--- config.mk ---
export PLATFORM = sky130hd
export DESIGN_NAME = sub_result_stage
export DESIGN_NICKNAME = d
export VERILOG_FILES = /design/src/rtl/sub_result_stage.sv
export SDC_FILE = /design/constraint.sdc
export NUM_CORES = 1
export LEC_CHECK = 0
export BUFFER_PORTS_ARGS = -buffer_cell sky130_fd_sc_hd__buf_2
export CAP_MARGIN = 25
export CORE_MARGIN = 2
export CORE_UTILIZATION = 56
export DETAILED_ROUTE_END_ITERATION = 6
export PLACE_DENSITY = 0.81
export SYNTH_ARGS = -nofsm -noshare
export SYNTH_HDL_FRONTEND = slang
export SYNTH_SLANG_ARGS = --single-unit
--- constraint.sdc ---
create_clock -name clk -period 2.9 [get_ports clk]
set_input_delay 0.435 -clock clk [delete_from_list [all_inputs] [get_ports clk]]
set_output_delay 0.435 -clock clk [all_outputs]
set_load 0.01 [all_outputs]
--- src/rtl/sub_result_stage.sv ---
// Registered unsigned subtract stage with a 2-entry skid FIFO of {y, borrow, ovf, zero}.
// Optional macro SUB_RESULT_SAT_EN: clamp y to 0 (zero=1) when the subtraction borrows.
module sub_result_stage #(
    parameter int unsigned N = 8
) (
    input  logic         clk,
    input  logic         rst_n,
    input  logic         in_valid,
    output logic         in_ready,
    input  logic [N-1:0] a,
    input  logic [N-1:0] b,
    output logic         out_valid,
    input  logic         out_ready,
    output logic [N-1:0] y,
    output logic         borrow,
    output logic         ovf,
    output logic         zero
);

    localparam int unsigned DEPTH = 2;
    localparam int unsigned CW    = 2;

    typedef struct packed {
        logic [N-1:0] y;
        logic         borrow;
        logic         ovf;
        logic         zero;
    } entry_t;

    entry_t          mem_q [DEPTH];
    entry_t          mem_d [DEPTH];
    entry_t          head_q, head_d;
    entry_t          new_e;
    logic            wr_ptr_q, wr_ptr_d;
    logic            rd_ptr_q, rd_ptr_d;
    logic [CW-1:0]   count_q, count_d;
    logic            in_ready_q, in_ready_d;
    logic            out_valid_q, out_valid_d;
    logic            push, pop;
    logic [N:0]      diff;

    // Result of the operand pair currently offered
    always_comb begin
        diff         = {1'b0, a} - {1'b0, b};
        new_e.y      = diff[N-1:0];
        new_e.borrow = diff[N];
        new_e.ovf    = (a[N-1] != b[N-1]) && (diff[N-1] != a[N-1]);
`ifdef SUB_RESULT_SAT_EN
        if (diff[N]) begin
            new_e.y = '0;
        end
`endif
        new_e.zero   = (new_e.y == '0);
    end

    // Next-state: FIFO bookkeeping and the entry that will be head after the edge
    always_comb begin
        push        = in_valid && in_ready_q;
        pop         = out_valid_q && out_ready;
        mem_d       = mem_q;
        wr_ptr_d    = wr_ptr_q ^ push;
        rd_ptr_d    = rd_ptr_q ^ pop;
        count_d     = count_q + CW'(push) - CW'(pop);
        head_d      = head_q;
        if (push) begin
            mem_d[wr_ptr_q] = new_e;
        end
        if (count_d != '0) begin
            head_d = mem_d[rd_ptr_d];
        end
        in_ready_d  = (count_d < CW'(DEPTH));
        out_valid_d = (count_d != '0);
    end

    always_ff @(posedge clk or negedge rst_n) begin
        if (!rst_n) begin
            for (int i = 0; i < int'(DEPTH); i++) begin
                mem_q[i] <= '0;
            end
            head_q      <= '0;
            wr_ptr_q    <= 1'b0;
            rd_ptr_q    <= 1'b0;
            count_q     <= '0;
            in_ready_q  <= 1'b1;
            out_valid_q <= 1'b0;
        end else begin
            mem_q       <= mem_d;
            head_q      <= head_d;
            wr_ptr_q    <= wr_ptr_d;
            rd_ptr_q    <= rd_ptr_d;
            count_q     <= count_d;
            in_ready_q  <= in_ready_d;
            out_valid_q <= out_valid_d;
        end
    end

    assign in_ready  = in_ready_q;
    assign out_valid = out_valid_q;
    assign y         = head_q.y;
    assign borrow    = head_q.borrow;
    assign ovf       = head_q.ovf;
    assign zero      = head_q.zero;

endmodule

==> results of run 1 <==
[layout by cell type (no fill, tap or decap), types with 2 or more instances in the layout]
cell type   n
mux2i_1     6
ha_1       10
buf_4       5
nand2_1    37
mux2_2     10
o21ai_0    15
nand3b_1    2
a21o_1      2
nor3_1      4
clkbuf_8    6
xnor2_1     4
inv_1      16
dfrtp_1    38
xor2_1      2
nor3b_1     3
a21oi_1     6
a211oi_1    2
o211a_1     2
buf_2      32
nand3_1     5
o22ai_1     2
o2111ai_1   2
nor2_1      8
or2_2       2
or3_1       2
nor2b_1     2
[flip-flops by register name, indices dropped and copies added, names as in the netlist]
register,flops
borrow,1
count_q,2
in_ready,1
mem_q,22
out_valid,1
ovf,1
rd_ptr_q,1
wr_ptr_q,1
y,8
zero,1
[final timing paths]
kind                       cells after the start      to  slack (ns)
min in group clk                               2    y[4]        0.48
min reg2reg                                    2    y[4]        0.48
max reg2reg                                   10    zero        0.45
max                                           11    zero        0.39
max in group asynchronous                      1    y[3]        2.15
min                                            1  borrow        0.24
[critical path: cells and delay by family]
family                     cells  cell delay [ns]
muxes                          1             0.22
buffers and inverters          3             0.19
adders and majority gates      2             0.59
and+or+nand+nor                3             0.98
AOI/OAI and AO/OA              2             0.32
[stage by stage]
step	cells	power (uW)	hold WS (ns)
floorplan	217	1830	0.1394
global placement	294	2174	0.4499
detailed placement	294	2219	0.4640
CTS	302	2687	0.2682
global route	302	2886	0.3106
finish	302	2672	0.2370
[cell type report]
cell class	instances	area share
Clock buffer	6	0.03280
Clock inverter	2	0.01392
Inverter	17	0.02535
Multi-Input combinational cell	153	0.4374
Sequential cell	39	0.3882
Tap cell	48	0.02386
Timing Repair Buffer	37	0.07853
[synthesized netlist by cell type, types with 2 or more instances]
cell type and number:
or2_2 2, o211a_1 2, clkbuf_1 6, nor3_1 4, o2111ai_1 2, nor3b_1 3
nor2_1 8, nand2_1 37, or3_1 2, a21o_1 2, xor2_1 2, nand3_1 5
mux2_2 10, a21oi_1 6, a211oi_1 2, o21ai_0 15, nand3b_1 2, mux2i_1 6
xnor2_1 4, buf_6 2, dfrtp_1 38, inv_1 16, ha_1 10, nor2b_1 2
o22ai_1 2
[power groups by stage]
| stage | combinational, uW | clock (uW) | sequential [uW] |
|---|---|---|---|
| after floorplan | 875 | 0 | 955 |
| after global placement | 1250 | 0 | 920 |
| after detailed placement | 1290 | 0 | 932 |
| after CTS | 1290 | 472 | 921 |
| after global routing | 1440 | 501 | 945 |
| final | 1280 | 468 | 919 |
[logic make-up (layout without fill, tap and decap cells)]
group | Yosys count | in the layout | share of synthesized area
and+or+nand+nor | 73 | 73 | 0.1682
AOI/OAI and AO/OA | 46 | 46 | 0.1590
DFF | 39 | 39 | 0.4468
buffers and inverters | 25 | 62 | 0.04977
muxes | 17 | 17 | 0.08581
adders and majority gates | 11 | 11 | 0.06636
xor gates and xnor gates | 6 | 6 | 0.02403
[layer usage]
metal | share of wire | GRT usage | vias up
met4 | 0.016 | 0.06888 | 0
met3 | 0.046 | 0.04392 | 8
met5 | 0 | 0 | -
met2 | 0.48 | 0.3688 | 47
met1 | 0.46 | 0.2772 | 777
li1 | - | - | 833
==> flow_summary.ini, run 1 <==
[status]
status = finished clean

[clocking]
ctsRootBufferMaster = clkbuf_8
cts_resized = 0
h-tree-depth = 2
cts.sinks = 39
cts_hold_buffers = 0
post-cts-setup-buffer-count = 0
cts_tree = built
path_clk_slew_ns = 0.07
cts_max_path_buffers = 2
cts_buffers = 5
clock_latency_ns = 0.29

[grt]
first_global_vias = 1582
grt.overflow.total = 0
antenna_found_initial = 0
grt_max_degree = 40
grt_usage = 0.2168
grt_pass1_wl_mm = 7.148

[sta]
finalCritPeriodShare = 0.8663
relSlewSlack = 0.4500
rsz0062_at_grt = false
fin_ws_ns = 0.3876
tightest_slew_ns = 0.8249
clock_skew_ns = 0.003539
min_period_ns = 2.512
finalSetupViolCount = 0
achievable-frequency_mhz = 398.0
finalHoldViolCount = 0
totalNegativeSetupSlack_ns = 0
drv_slew = 0

[layout]
fin_util = 0.6774
drive_gt1_frac = 0.2677
syn_to_final_growth_pct = 15.10
layout.nets = 284
nFillCells = 302
diodes = 0
final_area_um2 = 2517
regArea_um2 = 977.2
multi_input_area_um2 = 1101

[flow_run]
drv.max_cap_violation_count = 0

[die]
die_x_um = 66.50
rows = 22
start_util = 0.5886
die_area_um2 = 4422
core_area_um2 = 3716
die_h_um = 66.50
boundaryPins = 33

[synth]
yosysWarnings = 0
synthesis.area_um2 = 2187
synth.top_cell.area_share = 0.4348
syn_inst = 217
synth.area.top_cells = dfrtp_1 (43%), nand2_1 (6.4%), ha_1 (5.7%)
synth_nets = 248
syn_avg_cell_area_um2 = 10.08
ys.flop_type = dfrtp_1
synth_cell_types = 52
seq_area_frac_synth = 0.4468
synth_area_leader_cell = dfrtp_1
async_flop_share = 1.000
synth_edf_count = 0
synth.ff_latch_count = 39

[detailed_routing]
wirelength_mm = 4.206
vias_per_cell = 5.513
vias = 1665
route.detailed.drc = 0
wire_per_inst_um = 13.93
ant_nets = 0
drtIter0Drc = 124
drt_first_pass_iters = 4

[critical_path]
cp-start-kind = primary input
crit_fanout = 3
r2r-start = in_ready
slowest_delay_ns = 0.56
critPathRequiredTime_ns = 3.13
cp-end-kind = flop
crit_type = in -> reg
path_cells = buf_2, inv_1, ha_1, inv_1, fa_1, a21oi_4, nor3_1, or4b_4, nor4_4, mux2_4, o221a_4
path_common_cell = inv_1
arrival_ns = 2.75
crit_path_top_delay_cell = or4b_4
startpoint = a[0]

[power]
ir_worst_vdd_uv = 474.9
clkPwrFrac = 0.175
sw_frac_of_total = 0.3742
power.density_nw_per_um2 = 1061
p_switching_uw = 999.7
p_int_uw = 1672
p_comb_frac = 0.481
p_seq_frac = 0.344
power_leakage_uw = 0.001228

[place]
dp_hpwl_mm = 3.218
gp_congestion = 0.8313
io_buffers = 32
preCtsSetupSlack_ns = 0.08755
place_area_um2 = 2400

[hold_path]
hp-class = in -> async
Power figures use the tool's default switching activity.
==> run 2, diff against run 1 <==
--- a/config.mk
+++ b/config.mk
@@ -8,9 +8,9 @@
 export BUFFER_PORTS_ARGS = -buffer_cell sky130_fd_sc_hd__buf_2
 export CAP_MARGIN = 25
 export CORE_MARGIN = 2
-export CORE_UTILIZATION = 56
+export CORE_UTILIZATION = 55
 export DETAILED_ROUTE_END_ITERATION = 6
-export PLACE_DENSITY = 0.81
+export PLACE_DENSITY = 0.79
 export SYNTH_ARGS = -nofsm -noshare
 export SYNTH_HDL_FRONTEND = slang
 export SYNTH_SLANG_ARGS = --single-unit
==> flow_summary.ini, run 2 (synthesis gave the netlist of run 1 again) <==
[detailed_routing]
wire_per_inst_um = 14.37
vias = 1675
wirelength_mm = 4.355
drt_first_pass_iters = 4
drtIter0Drc = 108
route.detailed.drc = 0
vias_per_cell = 5.528
ant_nets = 0

[power]
sw_frac_of_total = 0.3914
ir_worst_vdd_uv = 585.6
p_seq_frac = 0.359
power_leakage_uw = 0.001214
p_switching_uw = 1006
power.density_nw_per_um2 = 1032
p_int_uw = 1563
clkPwrFrac = 0.135
p_comb_frac = 0.506

[layout]
max_flop_register = mem_q
layout.nets = 285
largest_reg_flops = 22
layout_common_cells = dfrtp_1 (38), nand2_1 (37), buf_2 (32)
nFillCells = 319
diodes = 0
syn_to_final_growth_pct = 13.79
mostFrequentLayoutCell = dfrtp_1
drive_gt1_frac = 0.2627

[grt]
grt_usage = 0.2253
grt.overflow.total = 0
grt_pass1_wl_mm = 7.583
first_global_vias = 1653
grt_max_degree = 40
antenna_found_initial = 0

[clocking]
clock_latency_ns = 0.29
cts.sinks = 39
cts_max_path_buffers = 2
ctsRootBufferMaster = clkbuf_8
cts_resized = 0
cts_buffers = 5
path_clk_slew_ns = 0.07
cts_hold_buffers = 0
h-tree-depth = 2
cts_tree = built
post-cts-setup-buffer-count = 0

[die]
die_h_um = 67.06
die_area_um2 = 4497
rows = 22
die_x_um = 67.06
core_area_um2 = 3744
boundaryPins = 33
start_util = 0.5842

[hold_path]
hp-class = in -> async

[sta]
totalNegativeSetupSlack_ns = 0
finalHoldViolCount = 0
relSlewSlack = 0.4450
min_period_ns = 2.525
finalSetupViolCount = 0
tightest_slew_ns = 0.8325
rsz0062_at_grt = false
drv_slew = 0
clock_skew_ns = 0.004084
finalCritPeriodShare = 0.8706
whs_ns = 0.2368
achievable-frequency_mhz = 396.1

[flow_run]
drv.max_cap_violation_count = 0

[place]
gp_congestion = 0.7729
dp_hpwl_mm = 3.287
io_buffers = 32

[critical_path]
crit_path_top_delay_cell = or4b_4
slowest_delay_ns = 0.56
critPathBufInv = 3
arrival_ns = 2.76
cp-end-kind = flop
crit_type = in -> reg
path_common_cell = inv_1
cp-start-kind = primary input
critPathRequiredTime_ns = 3.14
path_cells = buf_2, inv_1, ha_1, inv_1, fa_1, a21oi_4, nor3_1, or4b_4, nor4_4, mux2_4, o221a_4
path_delay_family = simple AND/OR/NAND/NOR gates
crit_fanout = 3

[status]
status = finished clean
run 2: cell types whose count changed in the layout (fill, tap and decap cells not counted), sizes merged:
cell,previous run,this run
bufinv,1,0
clkbuf,6,7
buf,37,38
run 2: power by group through the flow:
stage | clock (uW) | combinational [uW] | sequential [uW]
after floorplan | 0 | 875 | 955
after global placement | 0 | 1270 | 922
after detailed placement | 0 | 1310 | 933
after CTS | 358 | 1310 | 924
after global routing | 382 | 1460 | 949
final | 348 | 1300 | 923
run 2: path summary, 6_finish.rpt:
kind                       slack (ns)      from  endpoint  depth (start not counted)
setup reg to reg                 0.48  in_ready    borrow                         10
min in group clk                 0.46  mem_q[0]  mem_q[0]                          2
hold / removal                   0.24     rst_n    borrow                          1
max in group asynchronous        2.14     rst_n      y[0]                          1
hold reg to reg                  0.46  mem_q[0]  mem_q[0]                          2
setup / recovery                 0.38      a[0]      zero                         11
run 2: cell type report:
type,count,area [um2],share of cell area
clock buffer,7,76.32,0.03067
clock inverter,1,5.005,0.002011
inverter,17,63.81,0.02564
multi-input combinational,153,1101,0.4424
sequential,39,977.2,0.3927
tap,48,60.06,0.02413
timing repair buffer,38,205.2,0.08245
run 2: routing by layer:
metal  vias up  part of all wire  track usage
met4         0             0.010      0.05102
met2        33              0.46       0.3601
li1        836                 -            -
met1       800              0.48       0.3063
met3         6             0.049      0.05912
met5         -                 0            0
run 2: per-stage QoR:
stage          setup WS (ns)  std cells  utilization  total power (uW)  area [um2]
2_1_floorplan         0.2634        217            -              1830        2187
3_3_place_gp          0.1555        295       0.6430              2191        2407
3_5_place_dp         0.06578        295       0.6430              2241        2407
4_1_cts               0.3817        303       0.6648              2593        2489
5_1_grt               0.2347        303       0.6648              2794        2489
6_report              0.3753        303       0.6648              2569        2489
